### src/rtl/code_patch_engine.sv
// Fetch-path patch engine: replaces fetched data with a table entry whose address matches.
// The table can be frozen by a lock that only reset releases.
//
// state       | meaning
// UNLOCKED    | table writable, lock request accepted
// LOCKED      | table frozen, every write is rejected with cfg_err_o
module code_patch_engine #(
   parameter  int ADDR_W    = 13,
   parameter  int DATA_W    = 22,
   parameter  int NUM_PATCH = 3,
   parameter  int CNT_W     = 8,
   localparam int IDX_W     = (NUM_PATCH > 1) ? $clog2(NUM_PATCH) : 1
) (
   input  logic              clk_i,
   input  logic              rst_i,
   input  logic              cfg_pat_gen_i,
   input  logic              cfg_we_i,
   input  logic [IDX_W-1:0]  cfg_idx_i,
   input  logic [ADDR_W-1:0] cfg_addr_i,
   input  logic [DATA_W-1:0] cfg_data_i,
   input  logic              cfg_valid_i,
   input  logic              cfg_lock_i,
   input  logic              si_read_i,
   input  logic [ADDR_W-1:0] si_addr_i,
   input  logic [DATA_W-1:0] si_data_i,
   output logic [DATA_W-1:0] data_o,
   output logic              data_vld_o,
   output logic              nopg_o,
   output logic [IDX_W-1:0]  hit_idx_o,
   output logic [CNT_W-1:0]  hit_cnt_o,
   output logic              locked_o,
   output logic              cfg_err_o
);

   typedef enum logic {
      ST_UNLOCKED = 1'b0,
      ST_LOCKED   = 1'b1
   } state_t;

   state_t            state_q, state_d;
   logic              valid_q [NUM_PATCH];
   logic              valid_d [NUM_PATCH];
   logic [ADDR_W-1:0] addr_q  [NUM_PATCH];
   logic [ADDR_W-1:0] addr_d  [NUM_PATCH];
   logic [DATA_W-1:0] pdata_q [NUM_PATCH];
   logic [DATA_W-1:0] pdata_d [NUM_PATCH];

   logic [DATA_W-1:0] data_q, data_d;
   logic              vld_q, vld_d;
   logic              nopg_q, nopg_d;
   logic [IDX_W-1:0]  hit_idx_q, hit_idx_d;
   logic [CNT_W-1:0]  hit_cnt_q, hit_cnt_d;
   logic              err_q, err_d;

   logic              hit;
   logic [IDX_W-1:0]  hit_idx;
   logic [DATA_W-1:0] hit_data;
   logic              idx_ok;
   logic              wr_en;

   always_comb begin
      state_d   = state_q;
      valid_d   = valid_q;
      addr_d    = addr_q;
      pdata_d   = pdata_q;
      data_d    = data_q;
      vld_d     = 1'b0;
      nopg_d    = nopg_q;
      hit_idx_d = hit_idx_q;
      hit_cnt_d = hit_cnt_q;
      hit       = 1'b0;
      hit_idx   = '0;
      hit_data  = '0;

      // Descending scan so the lowest matching index is the one left standing.
      for (int i = NUM_PATCH - 1; i >= 0; i--) begin
         if (valid_q[i] && (addr_q[i] == si_addr_i)) begin
            hit      = 1'b1;
            hit_idx  = IDX_W'(i);
            hit_data = pdata_q[i];
         end
      end
      hit = hit & cfg_pat_gen_i & si_read_i;

      if (si_read_i) begin
         vld_d     = 1'b1;
         data_d    = hit ? hit_data : si_data_i;
         nopg_d    = ~hit;
         hit_idx_d = hit ? hit_idx : '0;
      end
      if (hit && (hit_cnt_q != {CNT_W{1'b1}})) begin
         hit_cnt_d = hit_cnt_q + 1'b1;
      end

      idx_ok = ({1'b0, cfg_idx_i} < (IDX_W + 1)'(NUM_PATCH));
      wr_en  = cfg_we_i && (state_q == ST_UNLOCKED) && idx_ok;
      err_d  = cfg_we_i && !wr_en;

      // Table update lands after the fetch lookup above, so fetches see pre-write contents.
      for (int i = 0; i < NUM_PATCH; i++) begin
         if (wr_en && (cfg_idx_i == IDX_W'(i))) begin
            valid_d[i] = cfg_valid_i;
            addr_d[i]  = cfg_addr_i;
            pdata_d[i] = cfg_data_i;
         end
      end

      if ((state_q == ST_UNLOCKED) && cfg_lock_i) begin
         state_d = ST_LOCKED;
      end
   end

   always_ff @(posedge clk_i) begin
      if (rst_i) begin
         state_q   <= ST_UNLOCKED;
         data_q    <= '0;
         vld_q     <= 1'b0;
         nopg_q    <= 1'b1;
         hit_idx_q <= '0;
         hit_cnt_q <= '0;
         err_q     <= 1'b0;
         for (int i = 0; i < NUM_PATCH; i++) begin
            valid_q[i] <= 1'b0;
            addr_q[i]  <= '0;
            pdata_q[i] <= '0;
         end
      end else begin
         state_q   <= state_d;
         data_q    <= data_d;
         vld_q     <= vld_d;
         nopg_q    <= nopg_d;
         hit_idx_q <= hit_idx_d;
         hit_cnt_q <= hit_cnt_d;
         err_q     <= err_d;
         valid_q   <= valid_d;
         addr_q    <= addr_d;
         pdata_q   <= pdata_d;
      end
   end

   assign data_o     = data_q;
   assign data_vld_o = vld_q;
   assign nopg_o     = nopg_q;
   assign hit_idx_o  = hit_idx_q;
   assign hit_cnt_o  = hit_cnt_q;
   assign locked_o   = (state_q == ST_LOCKED);
   assign cfg_err_o  = err_q;

endmodule

### config.mk
export PLATFORM = sky130hd
export DESIGN_NAME = code_patch_engine
export DESIGN_NICKNAME = d
export VERILOG_FILES = /design/src/rtl/code_patch_engine.sv
export SDC_FILE = /design/constraint.sdc
export NUM_CORES = 1
export LEC_CHECK = 0
export ABC_AREA = 1
export ABC_CLOCK_PERIOD_IN_PS = 3100
export CORE_ASPECT_RATIO = 0.5
export CORE_UTILIZATION = 40
export CTS_CLUSTER_SIZE = 14
export DETAILED_ROUTE_END_ITERATION = 8
export RECOVER_POWER = 25
export SYNTH_ARGS = -nofsm -noshare
export SYNTH_HDL_FRONTEND = slang
export SYNTH_SLANG_ARGS = --single-unit
### constraint.sdc
create_clock -name clk_i -period 3.1 [get_ports clk_i]
set_input_delay 0.31 -clock clk_i [delete_from_list [all_inputs] [get_ports clk_i]]
set_output_delay 0.31 -clock clk_i [all_outputs]
set_load 0.05 [all_outputs]
==> impl_results.md, run 1 <==
- Outcome: finished with violations
- Violated checks: capacitance limit, slew limit
- Post-DR wirelength/cell: 14.8 um
- Maximum Capacitance Violations: 1
- Startpoint class of the critical path: input port
- Highest cell delay on the worst timing path: 0.57 ns
- CP Data Arrival Time: 2.59 ns
- Share of layout cells above drive strength 1: 6.11%
- Classification of the worst-slack hold path: in -> reg
- Net count after synthesis: 1160
- Ranking of synthesized cells by area: dfxtp_1, nand2_1, nor2_1, o21ai_0, a21oi_1
- Post-synth EDFFs: 0
- Final non-filler cell area: 8780 sq um
- Via count normalized by instance count: 4.95
- RSZ-0062 raised after global routing: no
- Total design power: 0.00464 W
- CP Cell Sequence: clkdlybuf4s50_1 > nand2_1 > nand2_1 > nor2_1 > nand2_1 > nor2_2 > nand2_2 > buf_4 > clkinv_2 > nand3_1 > nand3_1 > nand2_1 > a21oi_1
- Yosys synthesis warning count: 0
- Number of placed instances with taps included: 1373
- Number of hold-repair buffers added at the cts stage: 0
- Capturing element type of the critical path: register
- Skew-Pair Late Insertion Delay: 0.43 ns
- Area of the mapped netlist: 6960 sq um
- Critical path's most frequent cell: nand2_1
- Mean instance size in the synthesized netlist: 6.45 sq um
- Clock skew after layout: 0.00928 ns
- Vias after detailed routing: 6953
- Slowest stage cell, crit path: clkdlybuf4s50_1
- Power density relative to cell area: 529 nW/um^2
- Fmax: 424 MHz
- Cell family with the largest share of critical-path delay: buffers and inverters
- Post-Place Setup Slack: 0.413 ns
- Worst max-slew margin expressed relative to the limit: -17.3%
- Worst Setup Slack, final: 0.739 ns
- Final nets: 1245
- Max Slew Vio Count: 35
- Filler Cells Inserted: 1696
- Global-route wire length before repair: 33800 um
- Final hold vios: 0
- Most used DFF post-synth: dfxtp_1
- Cell type contributing the most total cell area after synthesis: dfxtp_1
- Required arrival time at the worst endpoint: 3.33 ns
- Clock tree from TritonCTS: yes
- Flop and latch count out of synthesis: 144
- Overall track demand over capacity in global routing: 24.1%
- Clk Tree Root Cell: clkbuf_16
- Worst setup path class: in -> reg
- Distinct cell type count after synthesis: 29
- Detailed-router iteration count before antenna repair: 5
- Post-route setup TNS: 0 ns
- Proportion of synthesized chip area in sequential cells: 41.4%
- DIE HEIGHT: 95.3 um
- Final setup violation count: 0
- Count of H-tree levels built during CTS: 4
- Largest voltage drop on the vdd net: 0.454 mV
- Reg-to-Reg Start: addr_q[23]$_SDFFE_PP0P_
- # rows: 33
- Synth-to-Final Area Change: 26.1%
- Antenna violations before repair: 0
- Die outline width: 189 um
- Worst-path clk slew: 0.06 ns
- Hold path startpoint: si_read_i
- Period utilization: 76.2%
- Final weighted congestion of routability-driven global placement: 0.851
- Pin slew with the least headroom to its limit: 1.76 ns
- Largest net degree at the start of global routing: 71
- Via count of the first global-routing pass: 6622
- DRT antenna net count: 0
- Congestion Overflow GR: 0
- Overall die area: 18000 sq um
- Shortest clock period the worst path allows after layout: 2.36 ns
- Peak fanout along the critical path: 24
- Postcts setup bufs: 0
- Post-synth top area share: 41.4%
- Number of instances resized during post-cts repair: 0
- Number of inserted diodes: 0
- Cells after synthesis: 1080
- Worst path bufs/invs: 3
- Leakage: 3.83 nW
- Asr flop ratio synth: 0%
- CTS Sinks: 144
- Final wirelength: 20800 um
- Buffer depth of the longest clock path: 2
- Core area: 16700 sq um
- Startpoint of the most critical setup path: si_addr_i[6]
- Number of buffers added on ports: 114
- IO Count: 115
- Total DRC errors in the routed layout: 0
- Number of cells in the finished layout apart from fillers: 1405
- Starting density of the core: 41.7%
- Num CTS Buffers: 17
- 1st-iter DRT viols: 485
- Total cell area at the placement stage: 8200 sq um
- HPWL after detailed placement: 13900 um
## flip-flops by register name, summed over array words and instances (netlist names)
| signal | flops |
|---|---|
| locked_o | 1 |
| cfg_err_o | 1 |
| data_vld_o | 1 |
| valid_q | 3 |
| hit_cnt_o | 8 |
| hit_idx_o | 2 |
| addr_q | 39 |
| data_o | 22 |
| pdata_q | 66 |
| nopg_o | 1 |
## tightest hold or removal path, delay by kind of cell
kind                   cells  cell delay (ns)
AO/OA/AOI/OAI              1             0.06
buffers and inverters      2             0.20
AND/OR/NAND/NOR            2             0.19
## path summary, 6_finish.rpt
| check | end | slack [ns] | cells past startpoint |
|---|---|---|---|
| min reg2reg | addr_q[14]$_SDFFE_PP0P_ | 0.47 | 2 |
| min | hit_idx_o[0]$_SDFFE_PP0P_ | 0.40 | 5 |
| max | data_o[1]$_SDFFE_PP0P_ | 0.74 | 13 |
| max reg2reg | data_o[1]$_SDFFE_PP0P_ | 0.83 | 13 |
## power breakdown
group	total [W]	internal (W)	switching [W]
Clock	0.00209	0.00115	0.000939
Combinational	0.000570	0.000226	0.000343
Sequential	0.00198	0.00194	0.0000452
Total	0.00464	0.00332	0.00133
## per-stage QoR
step	utilization, %	hold slack (ns)
after CTS	52.7	0.379
after global routing	52.6	0.404
after global placement	49.2	0.453
final	52.6	0.397
after detailed placement	49.2	0.456
after floorplan	-	0.426
## Yosys cell counts (all sizes together), types with 5 or more instances
| master | n |
|---|---|
| a21oi | 90 |
| buf | 22 |
| clkbuf | 37 |
| dfxtp | 144 |
| inv | 111 |
| nand2 | 245 |
| nand3 | 60 |
| nand4 | 26 |
| nor2 | 220 |
| o21ai | 109 |
| xor2 | 5 |
## cell families (layout without fill, tap and decap cells)
family          after synthesis  after routing  share of synthesized area [%]
xor+xnor                      8              8                           1.01
compound gates              200            200                           14.5
flops                       144            144                           41.4
buf+inv                     173            271                           10.3
fa+ha+maj                     1              1                          0.180
simple gates                554            554                           32.6
## final cells by class
cell class                 instances  area [sq um]  share of cell area, %
clock buffer                      17           425                   4.84
timing repair buffer             125          1230                   14.0
clock inverter                    15           164                   1.87
multi-input combinational        763          3360                   38.3
inverter                         114           430                   4.90
sequential                       144          2880                   32.8
tap                              227           284                   3.23
## per-layer routing
layer	vias up	routed length [um]	track usage, %
li1	3581	-	-
met1	3189	10800	33.5
met2	165	8810	38.1
met3	18	1030	5.45
met4	0	176	5.78
met5	-	0	0
## cell usage in the layout (no fill, tap or decap), drive strengths merged, types with 2 or more instances in the layout
master,n
a21oi,90
buf,9
clkbuf,20
clkdlybuf4s50,111
clkinv,6
dfxtp,144
dlygate4sd3,2
inv,122
nand2,245
nand3,60
nand4,26
nor2,220
nor3,2
o21ai,109
xnor2,3
xor2,5
(Power assumes the default switching activity.)
==> run 2: changes to the inputs <==
--- a/config.mk
+++ b/config.mk
@@ -6,7 +6,7 @@
 export NUM_CORES = 1
 export LEC_CHECK = 0
 export ABC_AREA = 1
-export ABC_CLOCK_PERIOD_IN_PS = 3100
+export ABC_CLOCK_PERIOD_IN_PS = 2280
 export CORE_ASPECT_RATIO = 0.5
 export CORE_UTILIZATION = 40
 export CTS_CLUSTER_SIZE = 14
==> constraint.sdc (replaced) <==
create_clock -name clk_i -period 2.28 [get_ports clk_i]
set_input_delay 0.228 -clock clk_i [delete_from_list [all_inputs] [get_ports clk_i]]
set_output_delay 0.228 -clock clk_i [all_outputs]
set_load 0.05 [all_outputs]
==> impl_results.md, run 2 (same netlist as run 1, synthesis figures left out) <==
- Post-route worst hold slack: 0.161 ns (was 0.397 ns)
- Vias after detailed routing: 6957 (was 6953)
- Clock tree from TritonCTS: yes (unchanged)
- Final wirelength: 20100 um (was 20800 um)
- Overall track demand over capacity in global routing: 23.3% (was 24.1%)
- DIE HEIGHT: 95.3 um (unchanged)
- Fmax: 512 MHz
- Capturing element type of the critical path: register (unchanged)
- Max FFs per register: 66 (unchanged)
- R2R setup slack: 0.33 ns (was 0.83 ns)
- Number of instances resized during post-cts repair: 0 (unchanged)
- Via count normalized by instance count: 4.90 (was 4.95)
- Global-route wire length before repair: 32700 um (was 33800 um)
- Destination of the worst register-to-register timing path: pdata_q[32]$_SDFFE_PP0P_ (was data_o[1]$_SDFFE_PP0P_)
- Final hold vios: 0 (unchanged)
- Final setup violation count: 0 (unchanged)
- Die outline width: 189 um (unchanged)
- Detailed-router iteration count before antenna repair: 5 (unchanged)
- Leakage: 3.94 nW (was 3.83 nW)
- Classification of the worst-slack hold path: in -> reg (unchanged)
- Most common cell after layout, fill and taps aside: nand2_1 (unchanged)
- Total DRC errors in the routed layout: 0 (unchanged)
- Power density relative to cell area: 710 nW/um^2 (was 529 nW/um^2)
- Antenna violations before repair: 0 (unchanged)
- 1st-iter DRT viols: 477 (was 485)
- Share of layout cells above drive strength 1: 7.29% (was 6.11%)
- Postcts setup bufs: 0 (unchanged)
- Worst setup path class: reg -> reg (was in -> reg)
- Number of hold-repair buffers added at the cts stage: 0 (unchanged)
- Pin slew with the least headroom to its limit: 1.10 ns (was 1.76 ns)
- Final standard cell utilization of the core: 54.1% (was 52.6%)
- IO Count: 115 (unchanged)
- Worst max-slew margin expressed relative to the limit: 26.6% (was -17.3%)
- Number of buffers added on ports: 114 (unchanged)
- Skew-Pair Late Insertion Delay: 0.43 ns (about the same)
- Startpoint class of the critical path: register (was input port)
- Count of H-tree levels built during CTS: 4 (unchanged)
- CP Data Arrival Time: 2.31 ns (was 2.59 ns)
- Post-DR wirelength/cell: 14.1 um (was 14.8 um)
- Required arrival time at the worst endpoint: 2.64 ns (was 3.33 ns)
- Largest voltage drop on the vdd net: 0.529 mV (was 0.454 mV)
- Congestion Overflow GR: 0 (unchanged)
- HPWL after detailed placement: 13800 um (was 13900 um)
- Synth-to-Final Area Change: 29.6% (was 26.1%)
- Total design power: 0.00640 W (was 0.00464 W)
- Worst-path clk slew: 0.06 ns (about the same)
- Commonest non-fill, non-tap cells in the layout: nand2_1, nor2_1, dfxtp_1 (unchanged)
- Largest net degree at the start of global routing: 77 (was 71)
- Reg-to-Reg Start: locked_o$_SDFFE_PP0P_ (was addr_q[23]$_SDFFE_PP0P_)
- Critical Path Sink: pdata_q[32]$_SDFFE_PP0P_ (was data_o[1]$_SDFFE_PP0P_)
- Final weighted congestion of routability-driven global placement: 0.935 (was 0.851)
- Max Slew Vio Count: 0 (was 35)
- Clock skew after layout: 0.0113 ns (was 0.00928 ns)
- Starting density of the core: 41.7% (unchanged)
- RSZ-0062 raised after global routing: no (unchanged)
- Buffer depth of the longest clock path: 2 (unchanged)
- Maximum Capacitance Violations: 0 (was 1)
- Via count of the first global-routing pass: 6479 (was 6622)
- Core area: 16700 sq um (unchanged)
- CTS Sinks: 144 (unchanged)
- Num CTS Buffers: 17 (unchanged)
- Number of inserted diodes: 0 (unchanged)
- Shortest clock period the worst path allows after layout: 1.95 ns
- Outcome: complete, no violations (was finished with violations)
- Period utilization: 85.6%
- Clk Tree Root Cell: clkbuf_16 (unchanged)
- Post-route setup TNS: 0 ns (unchanged)
- Total cell area at the placement stage: 8420 sq um (was 8200 sq um)
- Register bank with the most flops: pdata_q (unchanged)
- Final nets: 1261 (was 1245)
- Hold path startpoint: si_read_i (unchanged)
- Startpoint of the most critical setup path: locked_o$_SDFFE_PP0P_ (was si_addr_i[6])
- Final non-filler cell area: 9020 sq um (was 8780 sq um)
- FF-to-FF path depth: 6 (was 13)
- Peak fanout along the critical path: 23 (was 24)
- # rows: 33 (unchanged)
- Overall die area: 18000 sq um (unchanged)
- DRT antenna net count: 0 (unchanged)
## run 2: cell types whose count changed in the layout (fill, tap and decap cells not counted), sizes merged
cell / change
inv: -4
clkbuf: +4
clkinvlp: +1
clkinv: -1
clkdlybuf4s50: +1
buf: +14
bufinv: +2
dlygate4sd3: -1
## run 2: worst max-delay path: stages (launching register included)
cell and delay [ns]:
dfxtp_1 0.32, nor2_1 0.18, nand2_1 0.10, nor2_1 0.12
clkbuf_1 0.83, o21ai_0 0.21, nor2_1 0.12
## run 2: power breakdown
group / total, W / internal (W) / switching (W)
registers: 0.00270 / 0.00264 / 0.0000605
clock network: 0.00294 / 0.00178 / 0.00116
logic: 0.000771 / 0.000310 / 0.000460
total: 0.00640 / 0.00472 / 0.00168
## run 2: per-stage QoR
| stage | worst slack [ns] | std cells |
|---|---|---|
| 2_1_floorplan | 0.434 | 1080 |
| 3_3_place_gp | -0.0253 | 1389 |
| 3_5_place_dp | -0.0397 | 1389 |
| 4_1_cts | 0.332 | 1421 |
| 5_1_grt | 0.0879 | 1421 |
| 6_report | 0.328 | 1421 |
## run 2: per-layer routing
layer	global-route usage, %	up-vias	wire length (um)
met5	0	-	0
met4	6.52	0	163
met3	4.49	18	1290
met2	36.4	217	8560
met1	32.8	3101	10100
li1	-	3621	-
## run 2: how the worst min path moves through the flow
stage                                         end  slack (ns)  cells after the start
after global placement    addr_q[14]$_SDFFE_PP0P_        0.45                      2
after floorplan             locked_o$_SDFFE_PP0P_        0.34                      2
after global routing        data_vld_o$_SDFF_PP0_        0.18                      3
final                       data_vld_o$_SDFF_PP0_        0.16                      3
after CTS                   data_vld_o$_SDFF_PP0_        0.15                      3
after detailed placement  addr_q[21]$_SDFFE_PP0P_        0.45                      2
## run 2: cell type report
class,instances,area (sq um)
inverter,114,430
timing repair buffer,141,1450
multi-input combinational,763,3360
fill,1661,7660
clock buffer,19,443
tap,227,284
clock inverter,13,173
sequential,144,2880
==> run 3: changes to the inputs <==
--- a/config.mk
+++ b/config.mk
@@ -6,11 +6,12 @@
 export NUM_CORES = 1
 export LEC_CHECK = 0
 export ABC_AREA = 1
-export ABC_CLOCK_PERIOD_IN_PS = 2280
+export ABC_CLOCK_PERIOD_IN_PS = 1700
 export CORE_ASPECT_RATIO = 0.5
 export CORE_UTILIZATION = 40
 export CTS_CLUSTER_SIZE = 14
 export DETAILED_ROUTE_END_ITERATION = 8
+export PLACE_DENSITY = 0.65
 export RECOVER_POWER = 25
 export SYNTH_ARGS = -nofsm -noshare
 export SYNTH_HDL_FRONTEND = slang
==> constraint.sdc (replaced) <==
create_clock -name clk_i -period 1.7 [get_ports clk_i]
set_input_delay 0.17 -clock clk_i [delete_from_list [all_inputs] [get_ports clk_i]]
set_output_delay 0.17 -clock clk_i [all_outputs]
set_load 0.05 [all_outputs]
==> impl_results.md, run 3 (same netlist as run 1, synthesis figures left out) <==
- Outcome: finished with violations (was complete, no violations)
- Violated checks: setup timing
- Register bank with the most flops: pdata_q (unchanged)
- Register area: 2910 sq um (was 2880 sq um)
- Final wirelength: 21600 um (was 20100 um)
- RSZ-0062 raised after global routing: yes (was no)
- Skew-Pair Late Insertion Delay: 0.42 ns (was 0.43 ns)
- Final setup violation count: 27 (was 0)
- Clk Tree Root Cell: clkbuf_16 (unchanged)
- R2R setup slack: -0.13 ns (was 0.33 ns)
- Final weighted congestion of routability-driven global placement: 0.923 (was 0.935)
- Multi-input gate area: 3690 sq um (was 3360 sq um)
- CP Data Arrival Time: 2.19 ns (was 2.31 ns)
- Most common cell after layout, fill and taps aside: nand2_1 (unchanged)
- Filler Cells Inserted: 1606 (was 1661)
- Clock tree from TritonCTS: yes (unchanged)
- Via count normalized by instance count: 5.03 (was 4.90)
- Share of layout cells above drive strength 1: 17.6% (was 7.29%)
- Power density relative to cell area: 893 nW/um^2 (was 710 nW/um^2)
- Clock skew after layout: 0.00842 ns (was 0.0113 ns)
- Via count of the first global-routing pass: 6812 (was 6479)
- Worst-path clk slew: 0.06 ns (about the same)
- Worst max-slew margin expressed relative to the limit: 60.0% (was 26.6%)
- Starting density of the core: 41.7% (unchanged)
- Max Slew Vio Count: 0 (unchanged)
- Shortest clock period the worst path allows after layout: 1.83 ns (was 1.95 ns)
- Max FFs per register: 66 (unchanged)
- 1st-iter DRT viols: 446 (was 477)
- Capturing element type of the critical path: register (unchanged)
- Core area: 16700 sq um (unchanged)
- FF-to-FF path depth: 13 (was 6)
- Post-DR wirelength/cell: 14.9 um (was 14.1 um)
- Commonest non-fill, non-tap cells in the layout: nand2_1, nor2_1, dfxtp_1 (unchanged)
- Global-route wire length before repair: 33600 um (was 32700 um)
- Final standard cell utilization of the core: 57.7% (was 54.1%)
- Total DRC errors in the routed layout: 0 (unchanged)
- Overall track demand over capacity in global routing: 23.8% (was 23.3%)
- Peak fanout along the critical path: 6 (was 23)
- Destination of the worst register-to-register timing path: data_o[21]$_SDFFE_PP0P_ (was pdata_q[32]$_SDFFE_PP0P_)
- HPWL after detailed placement: 14300 um (was 13800 um)
- Congestion Overflow GR: 0 (unchanged)
- Period utilization: 108% (was 85.6%)
- Buffer depth of the longest clock path: 2 (unchanged)
- Post-Place Setup Slack: -0.556 ns (was -0.0397 ns)
- Classification of the worst-slack hold path: in -> reg (unchanged)
- Pin slew with the least headroom to its limit: 0.602 ns (was 1.10 ns)
- Synth-to-Final Area Change: 38.2% (was 29.6%)
- Worst setup path class: reg -> reg (unchanged)
- DRT antenna net count: 0 (unchanged)
- Largest voltage drop on the vdd net: 0.668 mV (was 0.529 mV)
- Largest net degree at the start of global routing: 87 (was 77)
- Required arrival time at the worst endpoint: 2.06 ns (was 2.64 ns)
- Leakage: 4.41 nW (was 3.94 nW)
- Count of cells along the worst hold path: 5 (was 3)
- Maximum Capacitance Violations: 0 (unchanged)
- Worst Setup Slack, final: -0.131 ns (was 0.328 ns)
- IO Count: 115 (unchanged)
- Fmax: 546 MHz (was 512 MHz)
- Hold EP: hit_idx_o[0]$_SDFFE_PP0P_ (was data_vld_o$_SDFF_PP0_)
- Overall die area: 18000 sq um (unchanged)
- DIE HEIGHT: 95.3 um (unchanged)
- Num CTS Buffers: 17 (unchanged)
- Startpoint class of the critical path: register (unchanged)
- # rows: 33 (unchanged)
- Count of H-tree levels built during CTS: 4 (unchanged)
- Detailed-router iteration count before antenna repair: 5 (unchanged)
- CTS Sinks: 144 (unchanged)
- Die outline width: 189 um (unchanged)
- Antenna violations before repair: 0 (unchanged)
- Final hold vios: 0 (unchanged)
- Hold path startpoint: si_read_i (unchanged)
- Number of inserted diodes: 0 (unchanged)
- Reg-to-Reg Start: addr_q[3]$_SDFFE_PP0P_ (was locked_o$_SDFFE_PP0P_)
- Number of buffers added on ports: 114 (unchanged)
- Final nets: 1298 (was 1261)
- Vias after detailed routing: 7326 (was 6957)
-- run 3: final cells by class --
class                           instances  area share, %
Multi-Input combinational cell        763           38.3
Sequential cell                       144           30.2
Timing Repair Buffer                  178           17.8
Inverter                              114           4.59
Clock buffer                           19           4.50
Tap cell                              227           2.95
Clock inverter                         12           1.66
-- run 3: what timing repair did --
item / CTS / global route
gates cloned: 2 / 3
pin swaps: 7 / 44
hold buffers: 0 / 0
endpoints found under the setup margin: 57 / 33
buffers inserted: 2 / 2
resized for setup: 75 / 69
-- run 3: where the power goes --
part	total [W]	internal [W]	switching [W]	leakage, nW
Clock	0.00385	0.00231	0.00153	0.276
Combinational	0.00112	0.000455	0.000667	2.95
Sequential	0.00362	0.00354	0.0000846	1.19
Total	0.00859	0.00631	0.00229	4.41
-- run 3: worst max-delay path, stage by stage, from the launching register on --
cell	delay [ns]
dfxtp_2	0.33
inv_1	0.05
nand2_1	0.08
nand2_1	0.06
nor2_1	0.11
nand2_1	0.09
nor2_4	0.14
inv_2	0.05
nor2_4	0.24
clkbuf_16	0.22
nand4_1	0.09
nand3_2	0.10
nand2_1	0.08
a21oi_2	0.12
-- run 3: worst max-delay path by stage --
stage | startpoint | to | slack, ns | cells after the start
3_3_place_gp | si_addr_i[2] | data_o[5]$_SDFFE_PP0P_ | -0.53 | 12
6_report | addr_q[3]$_SDFFE_PP0P_ | data_o[21]$_SDFFE_PP0P_ | -0.13 | 13
5_1_grt | addr_q[12]$_SDFFE_PP0P_ | data_o[15]$_SDFFE_PP0P_ | -0.25 | 13
2_1_floorplan | hit_cnt_o[2]$_SDFFE_PP0P_ | hit_cnt_o[2]$_SDFFE_PP0P_ | 0.02 | 6
3_5_place_dp | si_addr_i[2] | hit_cnt_o[6]$_SDFFE_PP0P_ | -0.56 | 11
4_1_cts | si_addr_i[2] | data_o[4]$_SDFFE_PP0P_ | -0.06 | 12
-- run 3: per-stage QoR --
step | total power [W] | area [sq um] | hold slack, ns | std cells | TNS (ns)
after floorplan | 0.00427 | 6970 | 0.286 | 1080 | 0
after global placement | 0.00475 | 8590 | 0.453 | 1417 | -15.98
after detailed placement | 0.00477 | 8590 | 0.458 | 1417 | -16.32
after CTS | 0.00858 | 9390 | 0.207 | 1452 | -0.311
after global routing | 0.00892 | 9630 | 0.269 | 1457 | -6.62
final | 0.00859 | 9630 | 0.223 | 1457 | -2.02
-- run 3: per-layer routing --
metal  vias up  GRT usage (%)  wire length (um)
li1       3690              -                 -
met1      3384           32.5             10500
met2       235           39.0              9660
met3        17           4.45              1340
met4         0           5.71               199
met5         -              0                 0
